==> config.mk <==
export PLATFORM = sky130hd
export DESIGN_NAME = chop_mac_pipelined_flat
export DESIGN_NICKNAME = d
export VERILOG_FILES = /design/src/rtl/chop_mac_pipelined_if.sv /design/src/rtl/chop_mac_pipelined.sv /design/src/flat_wrapper.sv
export SDC_FILE = /design/constraint.sdc
export NUM_CORES = 1
export LEC_CHECK = 0
export ABC_AREA = 1
export BUFFER_PORTS_ARGS = -buffer_cell sky130_fd_sc_hd__buf_2
export CORE_ASPECT_RATIO = 1.4
export CORE_UTILIZATION = 65
export DETAILED_ROUTE_END_ITERATION = 8
export PLACE_DENSITY = 0.85
export RECOVER_POWER = 100
export SLEW_MARGIN = 5
export SYNTH_ARGS = -nofsm -noshare
export SYNTH_HDL_FRONTEND = slang
export SYNTH_SLANG_ARGS = --single-unit
==> constraint.sdc <==
create_clock -name clk -period 12.33 [get_ports clk]
set_input_delay 1.8495 -clock clk [delete_from_list [all_inputs] [get_ports clk]]
set_output_delay 1.8495 -clock clk [all_outputs]
set_load 0.01 [all_outputs]
==> src/rtl/chop_mac_pipelined_if.sv <==
// chop_mac_pipelined_if: operand/control/result bundle for chop_mac_pipelined.
//   master : drives operands, sign flags, HALF, acc_en, acc_clr, in_valid;
//            observes out_valid, C, ovf.
//   slave  : the MAC itself (mirror of master).
// W and G must match the parameters of the attached chop_mac_pipelined.
interface chop_mac_pipelined_if #(
  parameter int unsigned W = 6,
  parameter int unsigned G = 4
);
  logic                   in_valid;
  logic [W-1:0]           A;
  logic [W-1:0]           B;
  logic                   A_sign;
  logic                   B_sign;
  logic                   HALF;
  logic                   acc_en;
  logic                   acc_clr;
  logic                   out_valid;
  logic [2*W+2*G-1:0]     C;
  logic [1:0]             ovf;

  modport master (
    output in_valid, A, B, A_sign, B_sign, HALF, acc_en, acc_clr,
    input  out_valid, C, ovf
  );

  modport slave (
    input  in_valid, A, B, A_sign, B_sign, HALF, acc_en, acc_clr,
    output out_valid, C, ovf
  );
endinterface

==> src/rtl/chop_mac_pipelined.sv <==
// chop_mac_pipelined: two-stage pipelined, precision-configurable MAC.
//   Stage 1 registers operands and controls; stage 2 multiplies (one WxW
//   product, or two (W/2)x(W/2) SIMD lanes when HALF=1) and loads/accumulates
//   into a 2W+2G accumulator (two independent W+G lanes in half mode) with
//   sticky per-lane overflow flags.
// Ports:
//   clk   : clock, rising edge
//   rst_n : asynchronous active-low reset
//   bus   : slave side of chop_mac_pipelined_if (operands, controls, C, ovf,
//           out_valid)
// Constraints: W even and >= 4, G >= 2.
module chop_mac_pipelined #(
  parameter int unsigned W = 6,
  parameter int unsigned G = 4
) (
  input logic                  clk,
  input logic                  rst_n,
  chop_mac_pipelined_if.slave  bus
);
  localparam int unsigned H  = W / 2;
  localparam int unsigned LW = W + G;
  localparam int unsigned AW = 2 * LW;

  // ModeNone forces the next accepted sample to load.
  typedef enum logic [1:0] {ModeNone, ModeFull, ModeHalf} mode_e;

  // Stage 1
  logic         v1_q;
  logic [W-1:0] a_q, b_q;
  logic         as_q, bs_q, half_q, acc_en_q, acc_clr_q;

  always_ff @(posedge clk or negedge rst_n) begin
    if (!rst_n) begin
      v1_q      <= 1'b0;
      a_q       <= '0;
      b_q       <= '0;
      as_q      <= 1'b0;
      bs_q      <= 1'b0;
      half_q    <= 1'b0;
      acc_en_q  <= 1'b0;
      acc_clr_q <= 1'b0;
    end else begin
      v1_q      <= bus.in_valid;
      a_q       <= bus.A;
      b_q       <= bus.B;
      as_q      <= bus.A_sign;
      bs_q      <= bus.B_sign;
      half_q    <= bus.HALF;
      acc_en_q  <= bus.acc_en;
      acc_clr_q <= bus.acc_clr;
    end
  end

  // Products
  logic                  sgn;
  logic signed [W:0]     fa, fb;
  logic signed [2*W+1:0] fp;
  logic signed [H:0]     la [2];
  logic signed [H:0]     lb [2];
  logic signed [W+1:0]   lp [2];
  logic [LW-1:0]         lext [2];
  logic [AW-1:0]         prod;

  assign sgn = as_q | bs_q;

  always_comb begin
    // Each operand gets one extra bit so a signed multiply covers both
    // signed and unsigned interpretations.
    fa = {as_q & a_q[W-1], a_q};
    fb = {bs_q & b_q[W-1], b_q};
    fp = (2*W+2)'(fa) * (2*W+2)'(fb);
    for (int i = 0; i < 2; i++) begin
      la[i]   = {as_q & a_q[i*H+H-1], a_q[i*H +: H]};
      lb[i]   = {bs_q & b_q[i*H+H-1], b_q[i*H +: H]};
      lp[i]   = (W+2)'(la[i]) * (W+2)'(lb[i]);
      lext[i] = sgn ? LW'($signed(lp[i])) : LW'($unsigned(lp[i]));
    end
    if (half_q) begin
      prod = {lext[1], lext[0]};
    end else begin
      prod = sgn ? AW'($signed(fp)) : AW'($unsigned(fp));
    end
  end

  // Stage 2: accumulator
  logic [AW-1:0] c_q, c_d;
  logic [1:0]    ovf_q, ovf_d;
  logic          out_valid_q, out_valid_d;
  mode_e         mode_q, mode_d;

  logic [AW:0]   fsum;
  logic [LW:0]   lsum [2];
  logic          fof;
  logic [1:0]    lof;
  mode_e         cur_mode;
  logic          do_acc;

  always_comb begin
    fsum = {1'b0, c_q} + {1'b0, prod};
    // Signed: operands agree in sign but the sum does not. Unsigned: carry-out.
    fof  = sgn ? ((c_q[AW-1] == prod[AW-1]) && (fsum[AW-1] != c_q[AW-1])) : fsum[AW];
    for (int i = 0; i < 2; i++) begin
      // Lanes are summed separately so no carry crosses the lane boundary.
      lsum[i] = {1'b0, c_q[i*LW +: LW]} + {1'b0, prod[i*LW +: LW]};
      lof[i]  = sgn ? ((c_q[i*LW+LW-1] == prod[i*LW+LW-1]) &&
                       (lsum[i][LW-1] != c_q[i*LW+LW-1]))
                    : lsum[i][LW];
    end
  end

  always_comb begin
    c_d         = c_q;
    ovf_d       = ovf_q;
    mode_d      = mode_q;
    out_valid_d = 1'b0;
    cur_mode    = half_q ? ModeHalf : ModeFull;
    do_acc      = acc_en_q && (mode_q == cur_mode);
    if (acc_clr_q) begin
      c_d    = '0;
      ovf_d  = '0;
      mode_d = ModeNone;
    end else if (v1_q) begin
      out_valid_d = 1'b1;
      mode_d      = cur_mode;
      if (!do_acc) begin
        c_d   = prod;
        ovf_d = '0;
      end else if (half_q) begin
        c_d   = {lsum[1][LW-1:0], lsum[0][LW-1:0]};
        ovf_d = ovf_q | lof;
      end else begin
        c_d   = fsum[AW-1:0];
        ovf_d = {ovf_q[1], ovf_q[0] | fof};
      end
    end
  end

  always_ff @(posedge clk or negedge rst_n) begin
    if (!rst_n) begin
      c_q         <= '0;
      ovf_q       <= '0;
      out_valid_q <= 1'b0;
      mode_q      <= ModeNone;
    end else begin
      c_q         <= c_d;
      ovf_q       <= ovf_d;
      out_valid_q <= out_valid_d;
      mode_q      <= mode_d;
    end
  end

  assign bus.C         = c_q;
  assign bus.ovf       = ovf_q;
  assign bus.out_valid = out_valid_q;
endmodule

==> src/flat_wrapper.sv <==
// flat-port wrapper written by rule: the top's interface ports become plain ports
module chop_mac_pipelined_flat 
#(
  parameter int unsigned W = 6,
  parameter int unsigned G = 4
)
  (clk, rst_n, bus_in_valid, bus_A, bus_B, bus_A_sign, bus_B_sign, bus_HALF, bus_acc_en, bus_acc_clr, bus_out_valid, bus_C, bus_ovf);
  chop_mac_pipelined_if #(.W(W), .G(G)) bus_i ();
  input logic clk;
  input logic rst_n;
  input wire logic [$bits(bus_i.in_valid)-1:0] bus_in_valid;
  input wire logic [$bits(bus_i.A)-1:0] bus_A;
  input wire logic [$bits(bus_i.B)-1:0] bus_B;
  input wire logic [$bits(bus_i.A_sign)-1:0] bus_A_sign;
  input wire logic [$bits(bus_i.B_sign)-1:0] bus_B_sign;
  input wire logic [$bits(bus_i.HALF)-1:0] bus_HALF;
  input wire logic [$bits(bus_i.acc_en)-1:0] bus_acc_en;
  input wire logic [$bits(bus_i.acc_clr)-1:0] bus_acc_clr;
  output wire logic [$bits(bus_i.out_valid)-1:0] bus_out_valid;
  output wire logic [$bits(bus_i.C)-1:0] bus_C;
  output wire logic [$bits(bus_i.ovf)-1:0] bus_ovf;
  assign bus_i.in_valid = bus_in_valid;
  assign bus_i.A = bus_A;
  assign bus_i.B = bus_B;
  assign bus_i.A_sign = bus_A_sign;
  assign bus_i.B_sign = bus_B_sign;
  assign bus_i.HALF = bus_HALF;
  assign bus_i.acc_en = bus_acc_en;
  assign bus_i.acc_clr = bus_acc_clr;
  assign bus_out_valid = bus_i.out_valid;
  assign bus_C = bus_i.C;
  assign bus_ovf = bus_i.ovf;
  chop_mac_pipelined #(.W(W), .G(G)) u_core (.clk(clk), .rst_n(rst_n), .bus(bus_i));
endmodule
==> run metrics, run 1 <==
CP max FO 6; Core ar. 9560 um^2; vias in the first global route 6,038; antenna cells 0; Fin. Hold Viols 0; via count 6,056; share of cells above drive strength 1 4.09%; Hold Buf Count CTS 0; Num Clock Sinks 43; syn avg cell area 6.70 um^2; slowest CP cell fa_1; met3 Resource Use GR 3.48%; post-CTS setup buffers 0; crit path DAT 6840 ps; post-synth cell types 39; DRC 0; relative slew slack -71.6%; GRT Util Overall 33.1%; syn_nets 1,113; Initial Util between 60% and 70%; die width 86.5 um; VDD IR-drop max 0.0898 mV; Die Area 10,400 um^2; final worst-path cycle share 53.9%; drt total wl 16,200 um; CTS tree done; Cells after Synth 970; grt total ovfl 0; flops & latches, synth 43; Clock power frac between 10% and 20%; Fmax ~150 MHz; crit end category flop; Hold Path Class reg -> reg; crit start category flop; leading post-synthesis cells by cell area nand2_1, fa_1, dfrtp_1, ha_1, inv_1; GRT busiest layer met2; IO buf count 42; post-synthesis sequential area ratio 16.6%; CTS H-tree lvls 2; post-DP HPWL 13,000 um; synth warn 0; row count 42; global-route wire length before repair between 20,000 and 30,000 um; met1 usage in global routing a little under two fifths; Num CTS Buffers 5; Pins Over Slew Limit 44; DR iter-0 viols about 300; Internal between 400 and 500 uW; leakage roughly 0.0042 uW; part of the power in registers 18.4%; initial antenna violation count 0; Net Switching ~500 uW; pwr dens 137 nW/um^2; worst stage delay on the critical path 720 ps; switch share 52.0%; Die Height 120 um; Synth top area share 17.7%; Clk pin slew, worst setup/hold paths about 70 ps; I/O pins 43; Resized Gates After CTS 0; RSZ-0062 raised after global routing no; Skew-Pair Late Insertion Delay 300 ps; failing checks capacitance limit, slew limit; cell taking the most area after synthesis nand2_1; Avg WL per Cell 14.2 um; GR Layer Usage met2 59.0%; Final Critical Period 6650 ps; final setup TNS 0 ps; Layout Skew 11.0 ps; first drt pass iteration count 5; Finished Core Util between 70% and 80%; area grow syn2layout 6.05%; Req. time, crit path 12,520 ps; DRT antenna net count 0; Tightest Pin Transition about 2600 ps; Clock Path Buffers 2; critical path class reg -> reg; largest net degree at the start of global routing 44; Crit path top cell by count nand2_1; root buf cell clkbuf_16; Max Cap Viol 1; mapped cell area approximately 6500 um^2; Logic pwr share between 60% and 70%; outcome finished with violations; vias per cell approximately 5.3; Final nets around 1,100; fillers 833; setup violators final 0; final RePlAce weighted congestion 1.01
==> kinds of logic after synthesis <==
kind of cell / count (synthesis) / share of synthesized area [%]
adder cells (fa/ha/maj): 123 / 30.3
XOR/XNOR: 15 / 2.02
flip-flops: 43 / 16.6
AND/OR/NAND/NOR: 458 / 29.3
buffers and inverters: 239 / 14.0
AO/OA/AOI/OAI: 92 / 7.82
==> routing by layer <==
layer	share of wire (%)	vias up
li1	-	3016
met4	5.7	0
met3	4.3	71
met1	40	2753
met5	0	-
met2	50	216
==> cells in the final DEF, fill, tap and decap left out, types with 2 or more instances in the layout <==
master and count:
a21o_1 3, a21oi_1 41, a31oi_1 4, buf_2 18, clkbuf_1 27, clkbuf_16 5
dfrtp_1 43, fa_1 57, ha_1 66, inv_1 216, inv_2 2, nand2_1 306
nand3_1 59, nand3_2 3, nand3b_1 4, nand4_1 6, nor2_1 68, o21ai_0 30
o21ai_1 3, o21bai_1 3, o22ai_1 2, or2_2 5, xnor2_1 6, xor2_1 9
==> through the flow <==
stage	total power, uW	hold slack [ps]	area (um^2)	setup WS, ps	cells
global route	1040	541	6890	5210	1135
finish	943	507	6890	5680	1135
floorplan	658	535	6500	6560	970
global placement	792	491	6810	5980	1127
detailed placement	802	496	6810	5880	1127
CTS	945	513	6950	5830	1135
==> layout make-up <==
| class | count | area [um^2] | area share [%] |
|---|---|---|---|
| repair buffers | 45 | 195 | 2.83 |
| multi-input cells | 688 | 4490 | 65.2 |
| well taps | 132 | 165 | 2.40 |
| inverters | 219 | 822 | 11.9 |
| clock buffers | 6 | 129 | 1.87 |
| flip-flops and latches | 43 | 1080 | 15.6 |
| clock inverters | 2 | 12.5 | 0.182 |
==> critical path, delay by kind of cell (launching register included) <==
family | cells | cell delay (ps)
AO/OA/AOI/OAI | 2 | 470
buffers and inverters | 8 | 830
AND/OR/NAND/NOR | 17 | 1680
flip-flops | 1 | 510
adder cells (fa/ha/maj) | 6 | 3040
==> power by group through the flow <==
stage               Combinational [uW]  Clock [uW]  Sequential [uW]
floorplan                          484           0              174
global placement                   617           0              175
detailed placement                 627           0              175
CTS                                634         138              173
global route                       726         144              174
finish                             633         136              173
==> cells in the mapped netlist <==
cell / count
nand2_1: 306
inv_1: 215
ha_1: 66
nor2_1: 65
fa_1: 57
nand3_1: 57
dfrtp_1: 43
a21oi_1: 41
o21ai_0: 26
buf_2: 10
clkbuf_1: 9
xor2_1: 9
nand4_1: 6
o21ai_1: 6
xnor2_1: 6
nand3_2: 5
or2_2: 5
a31oi_1: 4
nand3b_1: 4
nor2_2: 4
a21o_1: 3
inv_2: 3
o21bai_1: 3
o22ai_1: 2
a21oi_2: 1
a22oi_1: 1
a32o_1: 1
and3_1: 1
buf_1: 1
clkinv_1: 1
nand2_2: 1
nand2_4: 1
nor2_8: 1
nor3_1: 1
o2111ai_1: 1
o211ai_1: 1
o21ai_2: 1
o221ai_1: 1
or2_0: 1
==> flip-flops by register name (all words and copies together), names as in the netlist <==
register and cells:
u_core.v1_q 1, u_core.b_q 6, u_core.bs_q 1, u_core.bus.C 20
u_core.acc_clr_q 1, u_core.half_q 1, u_core.as_q 1, u_core.a_q 6
u_core.acc_en_q 1, u_core.bus.ovf 2, u_core.mode_q 2, u_core.bus.out_valid 1
==> final timing paths <==
| check | slack (ps) | startpoint | cells after the start | end |
|---|---|---|---|---|
| max reg2reg | 5680 | u_core.as_q | 33 | u_core.bus.C[18] |
| max in group asynchronous | 8510 | rst_n | 1 | u_core.bs_q |
| min reg2reg | 510 | u_core.bus.C[6] | 2 | u_core.bus.C[6] |
| min in group asynchronous | 2350 | rst_n | 1 | u_core.v1_q |
| min | 510 | u_core.bus.C[6] | 2 | u_core.bus.C[6] |
| max | 5680 | u_core.as_q | 33 | u_core.bus.C[18] |
(Power assumes the default switching activity.)
==> inputs of run 2 (changes only) <==
--- a/config.mk
+++ b/config.mk
@@ -8,9 +8,9 @@
 export ABC_AREA = 1
 export BUFFER_PORTS_ARGS = -buffer_cell sky130_fd_sc_hd__buf_2
 export CORE_ASPECT_RATIO = 1.4
-export CORE_UTILIZATION = 65
+export CORE_UTILIZATION = 63
 export DETAILED_ROUTE_END_ITERATION = 8
-export PLACE_DENSITY = 0.85
+export PLACE_DENSITY = 0.82
 export RECOVER_POWER = 100
 export SLEW_MARGIN = 5
 export SYNTH_ARGS = -nofsm -noshare
==> constraint.sdc (replaced) <==
create_clock -name clk -period 6.5 [get_ports clk]
set_input_delay 0.975 -clock clk [delete_from_list [all_inputs] [get_ports clk]]
set_output_delay 0.975 -clock clk [all_outputs]
set_load 0.01 [all_outputs]
==> run metrics, run 2 (synthesis results as in run 1) <==
Net Switching 946 uW (+93%); worst stage delay on the critical path 540 ps (-180 ps); Fin. Hold Viols 0 (unchanged); GRT Util Overall 33.3% (+0.17 points); grt total ovfl 0 (unchanged); multi-input combinational cell area 4550 um^2 (+1.3%); Clk pin slew, worst setup/hold paths 70 ps (about the same); switch share 50.4% (-1.6 points); Clock Path Buffers 2 (unchanged); Pins Over Slew Limit 44 (unchanged); Clock power frac 16.6% (+2.1 points); Req. time, crit path 6690 ps (-5830 ps); crit end category flop; CTS tree done; failing checks capacitance limit, slew limit; Sequential cell area 1080 um^2 (+0.35%); first drt pass iteration count 7 (+2); hold path depth 2 (unchanged); final worst-path cycle share 94.3% (+40 points); antenna cells 0 (unchanged); fillers 877 (+5.3%); Fmax 163 MHz (+8.4%); VDD IR-drop max 0.178 mV (+98%); CTS H-tree lvls 2 (unchanged); Num Clock Sinks 43 (unchanged); Final Critical Period 6130 ps (-518 ps); root buf cell clkbuf_16; leading cell type in the layout, fill and taps excluded nand2_1; DRT antenna net count 0 (unchanged); drt total wl 16,600 um (+2.6%); die width 87.8 um (+1.5%); area grow syn2layout 9.09%; crit path DAT 6330 ps (-510 ps); Die Area 10,700 um^2 (+3.1%); initial antenna violation count 0 (unchanged); global-route wire length before repair 27,200 um (+1.7%); FF-to-FF path depth 33 (unchanged); leakage 0.00425 uW (+1.9%); relative slew slack -74.0% (-2.4 points); critical path class reg -> reg; Hold Buf Count CTS 0 (unchanged); leading cell types in the layout, fill and taps excluded nand2_1, inv_1, nor2_1, ha_1, nand3_1; Logic pwr share 66.0% (-1.2 points); via count 6,113 (+0.94%); Die Height 122 um (+1.6%); IO buf count 42 (unchanged); part of the power in registers 17.4% (-1.0 points); pwr dens 265 nW/um^2 (+94%); Num CTS Buffers 5 (unchanged); I/O pins 43 (unchanged); post-DP HPWL 13,300 um (+2.1%); setup violators final 0 (unchanged); DRC 0 (unchanged); Max Cap Viol 1 (unchanged); final RePlAce weighted congestion 0.985 (-2.0%); Avg WL per Cell 14.4 um (+1.2%); max reg flops 20 (unchanged); Final nets 1,158 (+1.1%); Tightest Pin Transition 2610 ps (+36.4 ps); outcome finished with violations; Finished Core Util 71.2% (-0.83 points); share of cells above drive strength 1 7.48% (+3.4 points); vias per cell 5.31 (-0.46%); largest net degree at the start of global routing 44 (unchanged); DP Area 6880 um^2 (+1.1%); vias in the first global route 6,002 (-0.60%); DR iter-0 viols 353 (+16%); Initial Util 65.3% (-2.7 points); Internal 931 uW (+110%); CP max FO 8 (+2); slowest CP cell fa_1; Hold Path Class reg -> reg; final instance area 7090 um^2 (+2.9%); Layout Skew 8.54 ps (-2.41 ps); Crit path top cell by count nand2_1; Core ar. 9950 um^2 (+4.1%); row count 43 (+2.4%); Skew-Pair Late Insertion Delay 300 ps (about the same); crit start category flop
## run 2: worst paths after layout
| check | slack [ps] | startpoint | end |
|---|---|---|---|
| setup / recovery | 370 | u_core.a_q[5] | u_core.bus.C[19] |
| hold / removal | 520 | u_core.bus.C[17] | u_core.bus.C[17] |
| setup reg to reg | 370 | u_core.a_q[5] | u_core.bus.C[19] |
| hold reg to reg | 520 | u_core.bus.C[17] | u_core.bus.C[17] |
| max in group asynchronous | 3340 | rst_n | u_core.a_q[5] |
| min in group asynchronous | 1490 | rst_n | u_core.a_q[2] |
## run 2: final cells by class
| type | instances | area share, % |
|---|---|---|
| inverter | 219 | 11.6 |
| clock buffer | 6 | 1.96 |
| sequential | 43 | 15.2 |
| multi-input combinational | 688 | 64.2 |
| timing repair buffer | 58 | 4.13 |
| clock inverter | 2 | 0.494 |
| tap | 135 | 2.38 |
## run 2: metal layers
layer / part of all wire [%] / track usage (%)
met5: 0 / 0
met4: 5.6 / 18.2
met3: 3.8 / 3.12
met2: 51 / 59.9
met1: 39 / 38.0
## run 2: critical path, delay by kind of cell (launching register included)
kind                       cells  cell delay, ps
adders and majority gates      6            2810
and+or+nand+nor               18            1920
buffers and inverters          8             700
DFF                            1             460
AOI/OAI and AO/OA              1             140
## run 2: power groups by stage
stage               combinational (uW)  clock, uW  sequential, uW
floorplan                          919          0             331
global placement                  1180          0             330
detailed placement                1190          0             330
CTS                               1210        318             325
global route                      1420        324             330
finish                            1240        311             327
## run 2: metrics by stage
stage | hold WS (ps) | setup TNS [ps] | std cells | power, uW | setup WS, ps
3_5_place_dp | 501 | 0 | 1139 | 1520 | 213
5_1_grt | 540 | -9.59 | 1151 | 2070 | -9.59
3_3_place_gp | 496 | 0 | 1139 | 1510 | 219
6_report | 520 | 0 | 1151 | 1880 | 368
4_1_cts | 520 | 0 | 1147 | 1860 | 175
2_1_floorplan | 535 | 0 | 970 | 1250 | 729
## run 2: what timing repair did
action                                  CTS  global route
endpoints found under the setup margin    0             8
setup buffers                             0             4
resized for setup                         0            17
==> inputs of run 3 (changes only) <==
--- a/config.mk
+++ b/config.mk
@@ -8,9 +8,9 @@
 export ABC_AREA = 1
 export BUFFER_PORTS_ARGS = -buffer_cell sky130_fd_sc_hd__buf_2
 export CORE_ASPECT_RATIO = 1.4
-export CORE_UTILIZATION = 63
+export CORE_UTILIZATION = 65
 export DETAILED_ROUTE_END_ITERATION = 8
-export PLACE_DENSITY = 0.82
+export PLACE_DENSITY = 0.85
 export RECOVER_POWER = 100
 export SLEW_MARGIN = 5
 export SYNTH_ARGS = -nofsm -noshare
==> constraint.sdc (replaced) <==
create_clock -name clk -period 7.6 [get_ports clk]
set_input_delay 1.14 -clock clk [delete_from_list [all_inputs] [get_ports clk]]
set_output_delay 1.14 -clock clk [all_outputs]
set_load 0.01 [all_outputs]
==> run metrics, run 3 (synthesis results as in run 1) <==
multi-input combinational cell area 4490 um^2 (-1.2%); root buf cell clkbuf_16; DRT antenna net count 0 (unchanged); Die Height 120 um (-1.5%); final RePlAce weighted congestion 1.00 (+1.6%); worst stage delay on the critical path 710 ps (+170 ps); drt total wl 16,400 um (-1.1%); grt total ovfl 0 (unchanged); leading cell types in the layout, fill and taps excluded nand2_1, inv_1, nor2_1; # placed instances 1,127 (-1.1%); DRC 0 (unchanged); Max Cap Viol 1 (unchanged); die width 86.5 um (-1.5%); Hold Path Class reg -> reg; leading cell type in the layout, fill and taps excluded nand2_1; Hold Buf Count CTS 0 (unchanged); max reg flops 20 (unchanged); Req. time, crit path 7790 ps (+1100 ps); critical path class reg -> reg; Fin. Hold Viols 0 (unchanged); antenna cells 0 (unchanged); Die Area 10,400 um^2 (-3.0%); relative slew slack -71.3% (+2.7 points); Layout Skew 7.05 ps (-1.49 ps); Core ar. 9560 um^2 (-3.9%); crit start category flop; slowest CP cell fa_1; Initial Util 67.9% (+2.7 points); CTS tree done; Crit path top cell by count nand2_1; share of cells above drive strength 1 4.09% (-3.4 points); Clock Path Buffers 2 (unchanged); first drt pass iteration count 5 (-2); crit path DAT 6770 ps (+440 ps); largest net degree at the start of global routing 44 (unchanged); final setup TNS 0 ps (unchanged); Clk pin slew, worst setup/hold paths 70 ps (about the same); vias per cell 5.42 (+2.0%); CTS H-tree lvls 2 (unchanged); failing checks capacitance limit, slew limit; I/O pins 43 (unchanged); global-route wire length before repair 27,700 um (+1.7%); Finished Layout Cells 1,134 (-1.5%); Final nets 1,145 (-1.1%); VDD IR-drop max 0.140 mV (-21%); row count 42 (-2.3%); IO buf count 42 (unchanged); initial antenna violation count 0 (unchanged); Tightest Pin Transition 2570 ps (-40.7 ps); area grow syn2layout 6.37%; Skew-Pair Late Insertion Delay 300 ps (about the same); GRT Util Overall 34.2% (+0.91 points); post-CTS setup buffers 0 (unchanged); pwr dens 226 nW/um^2 (-15%); DR iter-0 viols 372 (+5.4%); outcome finished with violations; Avg WL per Cell 14.4 um (+0.34%); Final Critical Period 6580 ps (+447 ps); Crit path buffers/inverters 7 (-1); Num CTS Buffers 5 (unchanged); Num Clock Sinks 43 (unchanged); RSZ-0062 raised after global routing no; leakage 0.00418 uW (-1.7%); CP max FO 7 (-1); setup violators final 0 (unchanged); post-DP HPWL 13,000 um (-1.7%); Pins Over Slew Limit 44 (unchanged); vias in the first global route 6,206 (+3.4%); via count 6,142 (+0.47%); Fmax 152 MHz (-6.8%); Resized Gates After CTS 0 (unchanged); CP delay by family, top adder cells; Sequential cell area 1080 um^2 (-0.35%); crit end category flop; fillers 837 (-4.6%); final worst-path cycle share 86.6% (-7.8 points)
-- run 3: cell count changes in the layout (fill, tap and decap cells not counted), moves of 3 or more --
cell     previous run  this run
nor2_2              7         1
nor2_1             62        68
dfrtp_1            40        43
ha_2                3         0
buf_4              14         1
o21ai_0            26        30
o21ai_1             6         3
ha_1               62        66
dfrtp_2             3         0
-- run 3: where the power goes --
group          switching (uW)  leakage, uW  internal, uW  total [uW]
sequential               29.4     0.000545           252         281
combinational             666      0.00356           362        1030
clock                     101    0.0000759           154         254
total                     796      0.00418           768        1560
-- run 3: cell type report --
type | instances | share of cell area (%)
Clock buffer | 5 | 1.81
Multi-Input combinational cell | 688 | 65.0
Timing Repair Buffer | 45 | 2.82
Inverter | 219 | 11.9
Clock inverter | 2 | 0.543
Sequential cell | 43 | 15.6
Tap cell | 132 | 2.39
-- run 3: worst reg2reg max path: cells and delay by family (launching register included) --
family	cells	cell delay (ps)
fa+ha+maj	6	3110
buf+inv	7	720
flops	1	490
simple gates	21	2160
-- run 3: metrics by stage --
| step | area [um^2] | utilization (%) | worst slack, ps | power [uW] | hold slack, ps |
|---|---|---|---|---|---|
| 2_1_floorplan | 6500 | - | 1830 | 1070 | 535 |
| 3_3_place_gp | 6810 | 71.2 | 1250 | 1280 | 492 |
| 3_5_place_dp | 6810 | 71.2 | 1180 | 1300 | 495 |
| 4_1_cts | 6970 | 72.9 | 1120 | 1570 | 513 |
| 5_1_grt | 6910 | 72.3 | 486 | 1740 | 541 |
| 6_report | 6910 | 72.3 | 1020 | 1560 | 508 |
-- run 3: worst paths after layout --
kind | start | end | slack (ps) | cells after the start
max | u_core.as_q | u_core.bus.C[17] | 1020 | 34
min | u_core.bus.C[6] | u_core.bus.C[6] | 510 | 2
max reg2reg | u_core.as_q | u_core.bus.C[17] | 1020 | 34
min reg2reg | u_core.bus.C[6] | u_core.bus.C[6] | 510 | 2
max in group asynchronous | rst_n | u_core.a_q[1] | 4500 | 1
min in group asynchronous | rst_n | u_core.v1_q | 1640 | 1
-- run 3: metal layers --
metal	vias to the layer above	routed length, um	GRT usage [%]	part of all wire, %
met5	-	0	0	0
met4	0	964	20.3	5.9
met3	77	996	4.98	6.1
met2	234	8280	60.9	51
met1	2824	6140	38.0	37
li1	3007	-	-	-
